**src/rtl/gci_std_display_vram_write_queue_pkg.sv**
```systemverilog
// Shared types and constants for the VRAM pixel write queue.
package gci_std_display_vram_write_queue_pkg;

    typedef enum logic [1:0] {
        FLUSH_IDLE  = 2'h0,
        FLUSH_DRAIN = 2'h1,
        FLUSH_DONE  = 2'h2
    } flush_state_t;

    localparam logic [3:0] L_BYTEENA = 4'b0111;
    localparam int         L_RGB_N   = 24;

endpackage

```
**src/rtl/gci_std_display_sync_fifo.sv**
```systemverilog
// First-word-fall-through synchronous FIFO; only pointers and count are reset.
module gci_std_display_sync_fifo
    import gci_std_display_vram_write_queue_pkg::*;
#(
    parameter int P_WIDTH   = 47,
    parameter int P_DEPTH   = 16,
    parameter int P_DEPTH_N = 4
)(
    input  logic                 iCLOCK,
    input  logic                 iRESET,
    input  logic                 iRESET_SYNC,
    input  logic                 iWR_EN,
    input  logic [P_WIDTH-1:0]   iWR_DATA,
    input  logic                 iRD_EN,
    output logic [P_WIDTH-1:0]   oRD_DATA,
    output logic                 oFULL,
    output logic                 oEMPTY,
    output logic [P_DEPTH_N:0]   oCOUNT
);

    localparam logic [P_DEPTH_N:0] L_FULL_COUNT = (P_DEPTH_N+1)'(P_DEPTH);

    logic [P_WIDTH-1:0]   mem [P_DEPTH];
    logic [P_DEPTH_N-1:0] wr_ptr;
    logic [P_DEPTH_N-1:0] rd_ptr;
    logic [P_DEPTH_N:0]   count;
    logic                 wr_go;
    logic                 rd_go;

    assign oFULL    = (count == L_FULL_COUNT);
    assign oEMPTY   = (count == '0);
    assign oCOUNT   = count;
    assign oRD_DATA = mem[rd_ptr];
    assign wr_go    = iWR_EN && !oFULL;
    assign rd_go    = iRD_EN && !oEMPTY;

    always_ff @(posedge iCLOCK) begin
        if (wr_go) begin
            mem[wr_ptr] <= iWR_DATA;
        end
    end

    // Pointers wrap naturally because the depth is a power of two.
    always_ff @(posedge iCLOCK or posedge iRESET) begin
        if (iRESET) begin
            wr_ptr <= '0;
            rd_ptr <= '0;
            count  <= '0;
        end else if (iRESET_SYNC) begin
            wr_ptr <= '0;
            rd_ptr <= '0;
            count  <= '0;
        end else begin
            if (wr_go) begin
                wr_ptr <= wr_ptr + 1'b1;
            end
            if (rd_go) begin
                rd_ptr <= rd_ptr + 1'b1;
            end
            case ({wr_go, rd_go})
                2'b10:   count <= count + 1'b1;
                2'b01:   count <= count - 1'b1;
                default: count <= count;
            endcase
        end
    end

endmodule

```
**src/rtl/gci_std_display_vram_write_queue.sv**
```systemverilog
// Pixel write queue between the pixel generator and the VRAM port, with flush/drain notification.
module gci_std_display_vram_write_queue
    import gci_std_display_vram_write_queue_pkg::*;
#(
    parameter int P_MEM_ADDR_N = 23,
    parameter int P_DEPTH      = 16,
    parameter int P_DEPTH_N    = 4
)(
    input  logic                    iCLOCK,
    input  logic                    iRESET,
    input  logic                    iRESET_SYNC,
    input  logic                    iIF_VALID,
    output logic                    oIF_BUSY,
    input  logic [P_MEM_ADDR_N-1:0] iIF_ADDR,
    input  logic [L_RGB_N-1:0]      iIF_DATA,
    input  logic                    iFLUSH,
    output logic                    oFLUSH_DONE,
    output logic                    oMEM_VALID,
    input  logic                    iMEM_BUSY,
    output logic [P_MEM_ADDR_N-1:0] oMEM_ADDR,
    output logic [31:0]             oMEM_DATA,
    output logic [3:0]              oMEM_BYTEENA,
    output logic [P_DEPTH_N:0]      oCOUNT
);

    localparam int L_WIDTH = P_MEM_ADDR_N + L_RGB_N;

    flush_state_t         flush_state;
    logic                 flush_done;
    logic                 fifo_full;
    logic                 fifo_empty;
    logic [L_WIDTH-1:0]   fifo_rdata;
    logic                 push;
    logic                 pop;

    // Busy depends on registers only, never on the memory-side stall.
    assign oIF_BUSY = fifo_full || (flush_state != FLUSH_IDLE);
    assign push     = iIF_VALID && !oIF_BUSY;
    assign pop      = !fifo_empty && !iMEM_BUSY;

    gci_std_display_sync_fifo #(
        .P_WIDTH   (L_WIDTH),
        .P_DEPTH   (P_DEPTH),
        .P_DEPTH_N (P_DEPTH_N)
    ) u_fifo (
        .iCLOCK      (iCLOCK),
        .iRESET      (iRESET),
        .iRESET_SYNC (iRESET_SYNC),
        .iWR_EN      (push),
        .iWR_DATA    ({iIF_ADDR, iIF_DATA}),
        .iRD_EN      (pop),
        .oRD_DATA    (fifo_rdata),
        .oFULL       (fifo_full),
        .oEMPTY      (fifo_empty),
        .oCOUNT      (oCOUNT)
    );

    // Storage is not reset, so the memory bus is forced to zero while idle.
    assign oMEM_VALID   = !fifo_empty;
    assign oMEM_ADDR    = oMEM_VALID ? fifo_rdata[L_WIDTH-1:L_RGB_N] : '0;
    assign oMEM_DATA    = oMEM_VALID ? {8'h00, fifo_rdata[L_RGB_N-1:0]} : 32'h0;
    assign oMEM_BYTEENA = oMEM_VALID ? L_BYTEENA : 4'b0000;
    assign oFLUSH_DONE  = flush_done;

    always_ff @(posedge iCLOCK or posedge iRESET) begin
        if (iRESET) begin
            flush_state <= FLUSH_IDLE;
            flush_done  <= 1'b0;
        end else if (iRESET_SYNC) begin
            flush_state <= FLUSH_IDLE;
            flush_done  <= 1'b0;
        end else begin
            flush_done <= 1'b0;
            case (flush_state)
                FLUSH_IDLE: begin
                    if (iFLUSH) begin
                        flush_state <= FLUSH_DRAIN;
                    end
                end
                FLUSH_DRAIN: begin
                    if (fifo_empty) begin
                        flush_state <= FLUSH_DONE;
                        flush_done  <= 1'b1;
                    end
                end
                FLUSH_DONE: begin
                    flush_state <= FLUSH_IDLE;
                end
                default: begin
                    flush_state <= FLUSH_IDLE;
                end
            endcase
        end
    end

endmodule

```
**config.mk**
```make
export PLATFORM = sky130hd
export DESIGN_NAME = gci_std_display_vram_write_queue
export DESIGN_NICKNAME = d
export VERILOG_FILES = /design/src/rtl/gci_std_display_vram_write_queue_pkg.sv /design/src/rtl/gci_std_display_sync_fifo.sv /design/src/rtl/gci_std_display_vram_write_queue.sv
export SDC_FILE = /design/constraint.sdc
export NUM_CORES = 1
export LEC_CHECK = 0
export ABC_CLOCK_PERIOD_IN_PS = 6600
export BUFFER_PORTS_ARGS = -buffer_cell sky130_fd_sc_hd__buf_2
export CORE_UTILIZATION = 39
export DETAILED_ROUTE_END_ITERATION = 16
export PLACE_DENSITY = 0.64
export SETUP_SLACK_MARGIN = 0.5
export SLEW_MARGIN = 10
export SYNTH_ARGS = -nofsm -noshare
export SYNTH_HDL_FRONTEND = slang
export SYNTH_SLANG_ARGS = --single-unit
```
**constraint.sdc**
```tcl
create_clock -name iCLOCK -period 6.6 [get_ports iCLOCK]
set_input_delay 0.99 -clock iCLOCK [delete_from_list [all_inputs] [get_ports iCLOCK]]
set_output_delay 0.99 -clock iCLOCK [all_outputs]
set_load 0.1 [all_outputs]
```
==> impl_metrics.toml <==
[routing]
vias_per_cell = 5.46
vias = 13022
drt-wirelength-per-cell_um = 27.0
postRouteAntennaNets = 0
wl_um = 64400
first_pass_iters = 5
drcViolationCount = 0
drt_iter0_drc = 1188

[setup_path]
crit_arrival_ps = 3590
reg2reg_from = "flush_state[0]$_DFFE_PP0P_"
path_class = "flop to output port"
regToRegSetupSlack_ps = 3290
path_cells = "buf_12, mux4_2, mux4_2, and2_1, buf_2"
r2r_cells = 4
start_kind = "flop"
r2r_end = "u_fifo.mem[12][44]$_DFFE_PP_"
cpPeakStageDelay_ps = 770
worstPathMaxFanout = 69
cp.required_ps = 5610
cp_common_cell = "mux4_2"
worst_setup_path_end_kind = "output port"
cp_slowest_cell = "dfrtp_4"

[power_and_ir_drop]
pwr-share-comb_pct = 31.0
switching_power_uw = 5030
switching_share_pct = 35.5
power_leakage_uw = 0.0104
p_seq_share_pct = 39.9
p_int_uw = 9150
peakVddDrop_uv = 213
power.density_mw_per_mm2 = 422
power_uw = 14200
power_frac_clock_pct = 29.2

[timing]
rsz0062_at_grt = "false"
setup_viol = 0
slew_headroom_pct = 21.1
fin_crit_sh_pct = 69.3
slew_violations = 0
skew_ps = 14.2
fin_crit_ps = 4580
hold_ws_ps = 449
tightest_slew_ps = 1180
fmax_ghz = 0.218
setup-tns-final_ps = 0
hold_viol = 0

[finish]
mostFrequentLayoutCell = "edfxtp_1"
nets = 1419
multi_input_area_mm2 = 0.00630
drive_gt1_share_pct = 34.7
register_area_mm2 = 0.0230
areaGrowthSynthToFinish_pct = 13.2
post-route-util_pct = 44.9
fillers = 6178
instances_no_fill = 2383
layout_common_cells = "edfxtp_1, mux4_2, buf_2, clkbuf_16, and2_1"

[place]
gp_congestion = 0.711
placed_cells = 2253
dp_hpwl_um = 30600
portBuffers = 110

[die]
io_pins = 120
core_area_mm2 = 0.0748
dieArea_mm2 = 0.0772
rows = 100
initial_utilization_pct = 39.6
die_width_um = 278
die_h_um = 278

[clock_network]
clk_latency_ps = 610
cts_setup_buffers = 0
cts_max_path_buffers = 3
tritoncts = "done"
path_clk_slew_ps = 70
cts-resized-gates = 0
htree_num_levels = 3
root_buffer = "clkbuf_16"
cts-buffers-inserted = 73
postCtsHoldBufs = 0
cts_num_sinks = 768

[logic_synthesis]
netlist_instances = 1228
synth_edf_count = 752
synthArstFlopShare_pct = 2.08
yosys_warnings = 0
synth.ff_latch_count = 768
syn_avg_cell_area_um2 = 24.2
syn_area_mm2 = 0.0297
ys.flop_type = "edfxtp_1"
yosysUniqueCellTypes = 39
ys_seq_area_share_pct = 77.5

[grt]
grt_pass1_wl_um = 94000
grt_max_degree = 77
grt_pass1_vias = 13903
grt_overflow = 0
track_usage_pct = 16.9
antenna_found_initial = 8

[run_status]
outcome = "complete, no violations"

[job]
maxCapViolations = 0

[hold_path]
min_path_type = "primary input to asynchronous set/reset pin"
[sequential cells by signal (all words and copies together) (netlist names)]
register and flops:
u_fifo.mem 752, u_fifo.oCOUNT 5, u_fifo.rd_ptr 4, u_fifo.wr_ptr 4
flush_state 2, oFLUSH_DONE 1
[cells by family (layout without fill, tap and decap cells)]
| family | count (synthesis) | in the layout | share of synthesized area [%] |
|---|---|---|---|
| AO/OA/AOI/OAI | 18 | 18 | 0.413 |
| XOR/XNOR | 9 | 9 | 0.266 |
| adder cells (fa/ha/maj) | 7 | 7 | 0.295 |
| buffers and inverters | 81 | 256 | 1.51 |
| flip-flops | 768 | 768 | 77.5 |
| multiplexers | 238 | 238 | 18.0 |
| other | 1 | 12 | 0.0126 |
| AND/OR/NAND/NOR | 106 | 106 | 2.07 |
[worst max-delay path, delay by kind of cell, from the launching register on]
| kind | cells | cell delay [ps] |
|---|---|---|
| buf+inv | 2 | 800 |
| flops | 1 | 770 |
| mux | 2 | 1120 |
| simple gates | 1 | 180 |
[per-layer routing]
metal / share of wire [%] / up-vias / track usage, % / wire [um]
li1: - / 5459 / - / -
met2: 52 / 381 / 29.1 / 33300
met1: 41 / 7070 / 21.6 / 26200
met5: 0.070 / - / 0 / 45
met4: 2.5 / 6 / 5.60 / 1600
met3: 5.2 / 106 / 2.92 / 3340
[per-stage QoR]
stage               instance area (um^2)  worst slack, ps
floorplan                          29700             2130
global placement                   31200             2620
detailed placement                 31200             2580
CTS                                33600             1930
global route                       33600             1830
finish                             33600             2020
[Yosys cell counts (2+ instances only)]
cell type	number	area share, %
xnor2_1	3	0.089
clkbuf_1	34	0.43
nor4b_1	2	0.059
mux4_2	235	18
inv_1	4	0.051
buf_4	12	0.30
nor2_1	20	0.25
xor2_1	6	0.18
and2_1	59	1.2
nand4_1	2	0.042
buf_1	5	0.063
edfxtp_1	752	76
buf_2	14	0.24
a2111oi_0	2	0.059
nand2_1	10	0.13
a21oi_1	6	0.10
ha_1	7	0.30
o21ai_0	3	0.051
buf_6	11	0.42
mux2_1	2	0.076
nor3_1	3	0.051
and4_1	4	0.12
dfrtp_1	16	1.3
[cell type report]
class                           count  area share (%)
Sequential cell                   768            68.5
Multi-Input combinational cell    387            18.8
Clock buffer                       88            5.99
Tap cell                          969            3.61
Timing Repair Buffer              124            2.06
Clock inverter                     39            1.02
Inverter                            5          0.0596
Antenna cell                        3          0.0224
[power by group through the flow]
stage / registers (uW) / clock network (uW) / logic [uW]
floorplan: 5770 / 0 / 3600
global placement: 5750 / 0 / 4440
detailed placement: 5760 / 0 / 4470
CTS: 5650 / 4210 / 4470
global route: 5670 / 4380 / 4610
finish: 5650 / 4140 / 4390
[worst max-delay path by stage]
stage | to | from | slack (ps)
finish | oMEM_ADDR[20] | u_fifo.rd_ptr[0]$_DFFE_PP0P_ | 2020
global route | oMEM_ADDR[20] | u_fifo.rd_ptr[0]$_DFFE_PP0P_ | 1830
CTS | oMEM_DATA[8] | u_fifo.rd_ptr[0]$_DFFE_PP0P_ | 1930
detailed placement | oMEM_DATA[8] | u_fifo.rd_ptr[0]$_DFFE_PP0P_ | 2580
global placement | oMEM_DATA[8] | u_fifo.rd_ptr[0]$_DFFE_PP0P_ | 2620
floorplan | oMEM_DATA[14] | u_fifo.oCOUNT[1]$_DFFE_PP0P_ | 2130
No activity file was read; power rests on OpenSTA's default activity.
